## config.mk

```make
export PLATFORM = sky130hd
export DESIGN_NAME = move_sequencer
export DESIGN_NICKNAME = d
export VERILOG_FILES = /design/src/rtl/maze_pkg.sv /design/src/rtl/cmd_fifo.sv /design/src/rtl/move_sequencer.sv
export SDC_FILE = /design/constraint.sdc
export NUM_CORES = 1
export LEC_CHECK = 0
export ABC_AREA = 1
export BUFFER_PORTS_ARGS = -buffer_cell sky130_fd_sc_hd__buf_4
export CAP_MARGIN = 10
export CORE_ASPECT_RATIO = 1.5
export CORE_UTILIZATION = 50
export CTS_BUF_LIST = sky130_fd_sc_hd__clkbuf_16
export DETAILED_ROUTE_END_ITERATION = 12
export PLACE_DENSITY = 0.73
export SYNTH_ARGS = -nofsm -noshare
export SYNTH_HDL_FRONTEND = slang
export SYNTH_SLANG_ARGS = --single-unit
```

## constraint.sdc

```tcl
create_clock -name CLOCK_50 -period 2 [get_ports CLOCK_50]
set_input_delay 0 -clock CLOCK_50 [delete_from_list [all_inputs] [get_ports CLOCK_50]]
set_output_delay 0 -clock CLOCK_50 [all_outputs]
set_load 0.05 [all_outputs]
```

## src/rtl/maze_pkg.sv

```systemverilog
// Shared types and constants for the maze player sequencer.
package maze_pkg;

  localparam int MAP_W   = 32;
  localparam int MAP_H   = 32;
  localparam int START_X = 1;
  localparam int START_Y = 7;

  typedef enum logic [1:0] {DIR_E, DIR_N, DIR_W, DIR_S} dir_t;
  typedef enum logic [1:0] {TURN_L, TURN_R, FWD, BACK} cmd_t;
  typedef enum logic [2:0] {S_INIT, S_IDLE, S_FETCH, S_CHECK, S_REFRESH, S_DRAW} state_t;

  typedef struct packed {
    logic signed [5:0] dx;
    logic signed [5:0] dy;
  } step_t;

  // Screen y grows downward, so north is a negative y step.
  function automatic step_t step_vec(dir_t d);
    step_t s;
    s.dx = '0;
    s.dy = '0;
    case (d)
      DIR_E:   s.dx = 6'sd1;
      DIR_N:   s.dy = -6'sd1;
      DIR_W:   s.dx = -6'sd1;
      DIR_S:   s.dy = 6'sd1;
      default: ;
    endcase
    return s;
  endfunction

endpackage

```

## src/rtl/cmd_fifo.sv

```systemverilog
// Small synchronous command queue; push while full is legal when a pop happens in the same cycle.
module cmd_fifo
  import maze_pkg::*;
#(
  parameter int FIFO_DEPTH = 4
) (
  input  logic CLOCK_50,
  input  logic rstn,
  input  logic push,
  input  logic pop,
  input  cmd_t din,
  output cmd_t dout,
  output logic full,
  output logic empty
);

  localparam int AW = $clog2(FIFO_DEPTH);

  cmd_t        mem [FIFO_DEPTH];
  logic [AW:0] wr_ptr;
  logic [AW:0] rd_ptr;

  always_ff @(posedge CLOCK_50) begin
    if (!rstn) begin
      wr_ptr <= '0;
      rd_ptr <= '0;
    end else begin
      if (push) wr_ptr <= wr_ptr + (AW+1)'(1);
      if (pop)  rd_ptr <= rd_ptr + (AW+1)'(1);
    end
  end

  always_ff @(posedge CLOCK_50) begin
    if (rstn && push) mem[wr_ptr[AW-1:0]] <= din;
  end

  assign dout  = mem[rd_ptr[AW-1:0]];
  assign empty = (wr_ptr == rd_ptr);
  assign full  = (wr_ptr[AW] != rd_ptr[AW]) && (wr_ptr[AW-1:0] == rd_ptr[AW-1:0]);

endmodule

```

## src/rtl/move_sequencer.sv

```systemverilog
// Queues key commands, checks moves against the wall ROM, commits position/heading
// and issues one draw_screen refresh per accepted command.
module move_sequencer #(
  parameter int MAP_W        = maze_pkg::MAP_W,
  parameter int MAP_H        = maze_pkg::MAP_H,
  parameter int FIFO_DEPTH   = 4,
  parameter int DRAW_TIMEOUT = 2000000,
  parameter int START_X      = maze_pkg::START_X,
  parameter int START_Y      = maze_pkg::START_Y
) (
  input  logic       CLOCK_50,
  input  logic       rstn,
  input  logic [3:0] key_pressed,
  output logic [9:0] map_addr,
  output logic       map_rd,
  input  logic       map_data,
  output logic       refresh,
  input  logic       screen_busy,
  input  logic       screen_done,
  output logic [5:0] px,
  output logic [5:0] py,
  output logic [1:0] direction,
  output logic       bump,
  output logic       cmd_drop,
  output logic       draw_err,
  output logic       idle
);
  import maze_pkg::*;

  localparam int CW = (DRAW_TIMEOUT > 2) ? $clog2(DRAW_TIMEOUT) : 1;
  localparam logic [CW-1:0] CNT_LAST = CW'(DRAW_TIMEOUT - 1);

  state_t            state, state_n;
  dir_t              dir_q;
  logic signed [5:0] px_q, py_q, tx, ty;
  logic [CW-1:0]     cnt;
  logic              draw_err_q;
  logic              key_any;
  cmd_t              key_cmd, head;
  logic              push, pop, full, empty;
  logic              in_bounds, wall, draw_over;
  logic              refresh_c, map_rd_c, bump_c;
  step_t             st;
  logic              unused_busy;

  assign unused_busy = screen_busy;

  always_comb begin
    key_any = |key_pressed;
    if (key_pressed[3])      key_cmd = TURN_L;
    else if (key_pressed[2]) key_cmd = TURN_R;
    else if (key_pressed[1]) key_cmd = FWD;
    else                     key_cmd = BACK;
  end

  assign pop  = (state == S_IDLE) && !empty;
  assign push = key_any && (!full || pop);

  cmd_fifo #(.FIFO_DEPTH(FIFO_DEPTH)) u_fifo (
    .CLOCK_50 (CLOCK_50),
    .rstn     (rstn),
    .push     (push),
    .pop      (pop),
    .din      (key_cmd),
    .dout     (head),
    .full     (full),
    .empty    (empty)
  );

  assign st        = step_vec(dir_q);
  assign in_bounds = (int'(tx) >= 0) && (int'(tx) < MAP_W) && (int'(ty) >= 0) && (int'(ty) < MAP_H);
  assign wall      = !in_bounds || map_data;
  assign map_addr  = in_bounds ? 10'(int'(ty) * MAP_W + int'(tx)) : '0;
  assign draw_over = (cnt == CNT_LAST);

  always_ff @(posedge CLOCK_50) begin
    if (!rstn) state <= S_INIT;
    else       state <= state_n;
  end

  always_comb begin
    state_n   = state;
    refresh_c = 1'b0;
    map_rd_c  = 1'b0;
    bump_c    = 1'b0;
    case (state)
      S_INIT: begin
        refresh_c = 1'b1;
        state_n   = S_DRAW;
      end
      S_IDLE: begin
        if (!empty) state_n = (head == TURN_L || head == TURN_R) ? S_REFRESH : S_FETCH;
      end
      S_FETCH: begin
        map_rd_c = in_bounds;
        state_n  = S_CHECK;
      end
      S_CHECK: begin
        bump_c  = wall;
        state_n = wall ? S_IDLE : S_REFRESH;
      end
      S_REFRESH: begin
        refresh_c = 1'b1;
        state_n   = S_DRAW;
      end
      S_DRAW: begin
        if (screen_done || draw_over) state_n = S_IDLE;
      end
      default: state_n = S_INIT;
    endcase
  end

  always_ff @(posedge CLOCK_50) begin
    if (!rstn) begin
      px_q       <= 6'(START_X);
      py_q       <= 6'(START_Y);
      dir_q      <= DIR_E;
      tx         <= '0;
      ty         <= '0;
      cnt        <= '0;
      draw_err_q <= 1'b0;
    end else begin
      case (state)
        S_IDLE: begin
          if (!empty) begin
            case (head)
              TURN_L:  dir_q <= dir_t'(dir_q + 2'd1);
              TURN_R:  dir_q <= dir_t'(dir_q - 2'd1);
              FWD: begin
                tx <= px_q + st.dx;
                ty <= py_q + st.dy;
              end
              default: begin
                tx <= px_q - st.dx;
                ty <= py_q - st.dy;
              end
            endcase
          end
        end
        S_CHECK: begin
          if (!wall) begin
            px_q <= tx;
            py_q <= ty;
          end
        end
        S_INIT, S_REFRESH: cnt <= '0;
        S_DRAW: begin
          if (!screen_done) begin
            if (draw_over) draw_err_q <= 1'b1;
            else           cnt <= cnt + CW'(1);
          end
        end
        default: ;
      endcase
    end
  end

  // Strobes are qualified with rstn so they stay low while reset is held.
  assign refresh   = rstn & refresh_c;
  assign map_rd    = rstn & map_rd_c;
  assign bump      = rstn & bump_c;
  assign cmd_drop  = rstn & key_any & full & ~pop;
  assign px        = px_q;
  assign py        = py_q;
  assign direction = dir_q;
  assign draw_err  = draw_err_q;
  assign idle      = (state == S_IDLE) && empty;

endmodule

```

==> results by stage <==
Run status:
- The final reports fail on negative setup slack.
- The flow ran to the end, but the final reports show violations.

CTS:
- The maximum root-to-sink buffer count is 2.
- After clock tree synthesis, the clock-pin slew on the worst setup and hold paths is roughly 0.050 ns.
- Clock tree synthesis inserted a total of 9 buffers.
- TritonCTS built the clock tree.
- CTS saw 67 sinks.
- The H-tree generated during clock tree synthesis spans 3 levels.
- The clock insertion delay at the later pin of the skew report is about 0.34 ns.
- The cell sitting at the root of the clock tree is a clkbuf_16.

Finish:
- In the final layout, the share of cells above drive strength 1 is around 23%.
- The final layout net count is approximately 650.
- Compared with the post-synthesis result, the final layout area differs by 27.9%.
- Once layout is done, the placed cells without fillers occupy 5000 µm².
- The repair_antennas step left the layout with diodes totalling 0.
- The number of standard cells in the layout, taps in and fillers out is between 700 and 800.

Timing:
- The final hold violation count is 0.
- Setup slack on the critical path of the routed design comes to -0.0318 ns.
- The worst-margin pin slew is just under 0.5 ns.
- In this run the tightest slew margin relative to its limit is about two thirds.
- The final period utilization is 102%.
- The final count of pins violating max slew was 0.
- Static timing analysis puts the maximum clock frequency at 0.492 GHz.
- Setup violations remaining at the end of the flow were counted as 1.
- After layout, the minimum clock period comes to just over 2 ns.
- Setup repair after global routing could not meet its margin everywhere.
- The total negative setup slack is -0.0318 ns.
- The worst setup skew after layout is 0.00352 ns.

Die:
- The number of core rows is 39.
- The number of I/O pins is 39.
- For this configuration, the core starts out at a cell density of between 50 and 60%.
- Measured along the y axis, the die boundary spans approximately 110 µm.
- Measured along the x axis, the die boundary spans around 74 µm.
- The floorplan step defined a die boundary enclosing 8170 µm².
- The total area inside the core boundary comes to 7610 µm².

Drt:
- The vias per cell is approximately 5.4.
- After detailed routing, the number of remaining DRC violations is 0.
- The remaining antenna violation count after routing is 0.
- After the first detailed-routing iteration, the DRC count stood at 220.
- The final routed wire length divided by cell count is about 14 µm.
- The final route contains between 3000 and 4000 vias.
- The first detailed-routing pass took 6 iterations.
- Wires add up to 10100 µm.

Logic synthesis:
- The total nets after synthesis is slightly below 600.
- The most instantiated flip-flop cell in the synthesis netlist is dfxtp_1.
- Of all flip-flops after synthesis, the portion carrying an async set or reset was 0%.
- The post-synthesis cell area is around 4000 µm².
- The number of synthesized register bits is 67.
- The cell count after synthesis came out at around 540.
- The number of library cell types mapped by synthesis is 34.
- The share of the Yosys chip area taken by registers is a little over a third.
- The total number of yosys warnings is 0.
- The number of flops mapped to enable cells by yosys is 8.
- After synthesis, the mean cell area works out to 7.19 µm².

Power:
- The internal power is about 4000 µW.
- The reported net switching power is just under 3000 µW.
- Across the VDD grid, the largest voltage drop is around 0.0007 V.
- The sequential group share of total power is around 26%.
- Power spread over the standard cell area amounts to roughly 1400 nW/µm².
- The clock power share is 21.6%.
- The standby leakage power is between 0.002 and 0.0025 µW.
- The share of total power consumed by net switching is ~43%.
- The combinational cell fraction of total power is between 50 and 60%.

Global routing:
- Global routing finished with a remaining overflow of 0.
- Global routing used between 20% and 30% of the available tracks across all layers.
- Entering global routing, the biggest net connects 35 pins.
- The initial antenna violation count is 0.
- The via count of the first global-routing pass was around 3600.
- The first global-routing pass estimated 16100 µm of wire.

Critical path:
- The critical path startpoint category is a flop.
- STA puts the critical path data arrival time at about 2.3 ns.
- The critical path class is flop to flop.
- The kind of end point of the critical path is a flop.
- The maximum net fanout on the critical path is 6.
- The worst path required time is 2.24 ns.

Hold path:
- The worst hold path belongs to the class primary input to flop.

Placed design:
- At the end of routability-driven placement, the weighted congestion stood at about 0.96.
- The count of buffers added on input and output ports is 37.
- The worst setup timing slack at the placement stage is -0.219 ns.
- After detailed placement, the total cell area comes to around 4400 µm².
- The total half-perimeter wirelength after legalization and detailed placement is slightly above 7000 µm.
- The number of placed instances with taps included is 692.

Job:
- The tool flagged a number of max-cap violations equal to 0.
[final cells by class]
type	instances	area (µm²)
fill	654	2620
multi-input combinational	392	2380
sequential	67	1430
timing repair buffer	64	489
inverter	73	282
clock buffer	9	225
tap	102	128
clock inverter	7	53.8
[power by group through the flow]
stage / Sequential (µW) / Clock [µW] / Combinational, µW
2_1_floorplan: 1830 / 0 / 2080
3_3_place_gp: 1760 / 0 / 2990
3_5_place_dp: 1770 / 0 / 3080
4_1_cts: 1760 / 1510 / 3270
5_1_grt: 1800 / 1570 / 3970
6_report: 1770 / 1480 / 3590
[metal layers]
metal / GRT usage [%] / vias to the layer above / routed length (µm)
met5: 0 / - / 0
met4: 20.5 / 0 / 505
met3: 2.82 / 38 / 423
met2: 48.1 / 117 / 5510
met1: 26.5 / 1763 / 3700
li1: - / 1906 / -
[kinds of logic after synthesis]
family / after synthesis / synth area share, %
and+or+nand+nor: 249 / 27.8
AOI/OAI and AO/OA: 97 / 13.3
buffers and inverters: 84 / 8.88
DFF: 67 / 36.4
adders and majority gates: 29 / 9.87
xor gates and xnor gates: 17 / 3.81
[worst max-delay path, stage by stage (launching register included)]
cell,delay [ns]
dfxtp_4,0.37
inv_4,0.05
nand2_1,0.07
nand3_2,0.09
nand2_4,0.13
nand2_4,0.08
nand2_4,0.10
nand2_8,0.08
ha_4,0.26
a21oi_2,0.16
o21ai_1,0.09
nor2_1,0.16
inv_1,0.06
nand2_1,0.06
nand3_1,0.06
nand2_1,0.07
inv_1,0.03
[registers in the layout, indices dropped and copies added (netlist names), named ones only]
signal         flops
py                 6
u_fifo.rd_ptr      3
px                 6
tx                 6
draw_err           1
u_fifo.mem         8
state              3
ty                 6
direction          2
cnt               21
u_fifo.wr_ptr      3
[synth_stat cells, types with 2 or more instances]
cell type,number,area [µm²]
buf_2,2,10.0
xnor2_1,11,96.3
edfxtp_1,8,240
or2_2,2,12.5
dfxtp_1,59,1180
inv_1,67,251
a21oi_2,5,43.8
a21oi_1,46,230
o211ai_1,3,22.5
nor3_1,12,60.1
nand3_2,2,20.0
nand2_2,7,43.8
nand4_1,11,68.8
ha_1,26,325
clkbuf_1,5,18.8
and3_1,3,18.8
nand3_1,34,170
fa_1,3,60.1
xor2_1,6,52.6
o21ai_0,38,190
buf_4,2,15.0
inv_2,5,18.8
o21ai_1,2,10.0
nand2_1,101,379
nor2_1,74,278
[final timing paths]
| kind | start | endpoint | slack (ns) | cells after the start |
|---|---|---|---|---|
| worst max-delay path | flop | ty[5] | -0.03 | 16 |
| worst min-delay path | key_pressed[2] | u_fifo.mem[2][1] | 0.01 | 2 |
| worst max register to register | flop | ty[5] | -0.03 | 16 |
| worst min register to register | tx[2] | px[2] | 0.47 | 2 |
[placed cells by master (no fill, tap or decap), types with 9 or more instances in the layout]
cell type and count:
a21oi_1 42, buf_4 61, clkbuf_16 9, dfxtp_1 55, ha_1 16, inv_1 67
nand2_1 94, nand3_1 28, nand4_1 11, nor2_1 74, nor3_1 10, o21ai_0 32
xnor2_1 11
[through the flow]
step                util (%)  hold slack (ns)  total power (µW)
floorplan                  -            0.134              3910
global placement        58.0            0.317              4760
detailed placement      58.0            0.326              4850
CTS                     63.1          0.00673              6540
global route            65.6           0.0369              7330
finish                  65.6           0.0120              6840
[timing repair]
action,in CTS,in global routing
pin swaps,4,17
hold buffers,2,0
endpoints found under the setup margin,9,10
resized for setup,23,35
endpoints found under the hold margin,5,0
setup buffers,0,4
(Power assumes the default switching activity.)
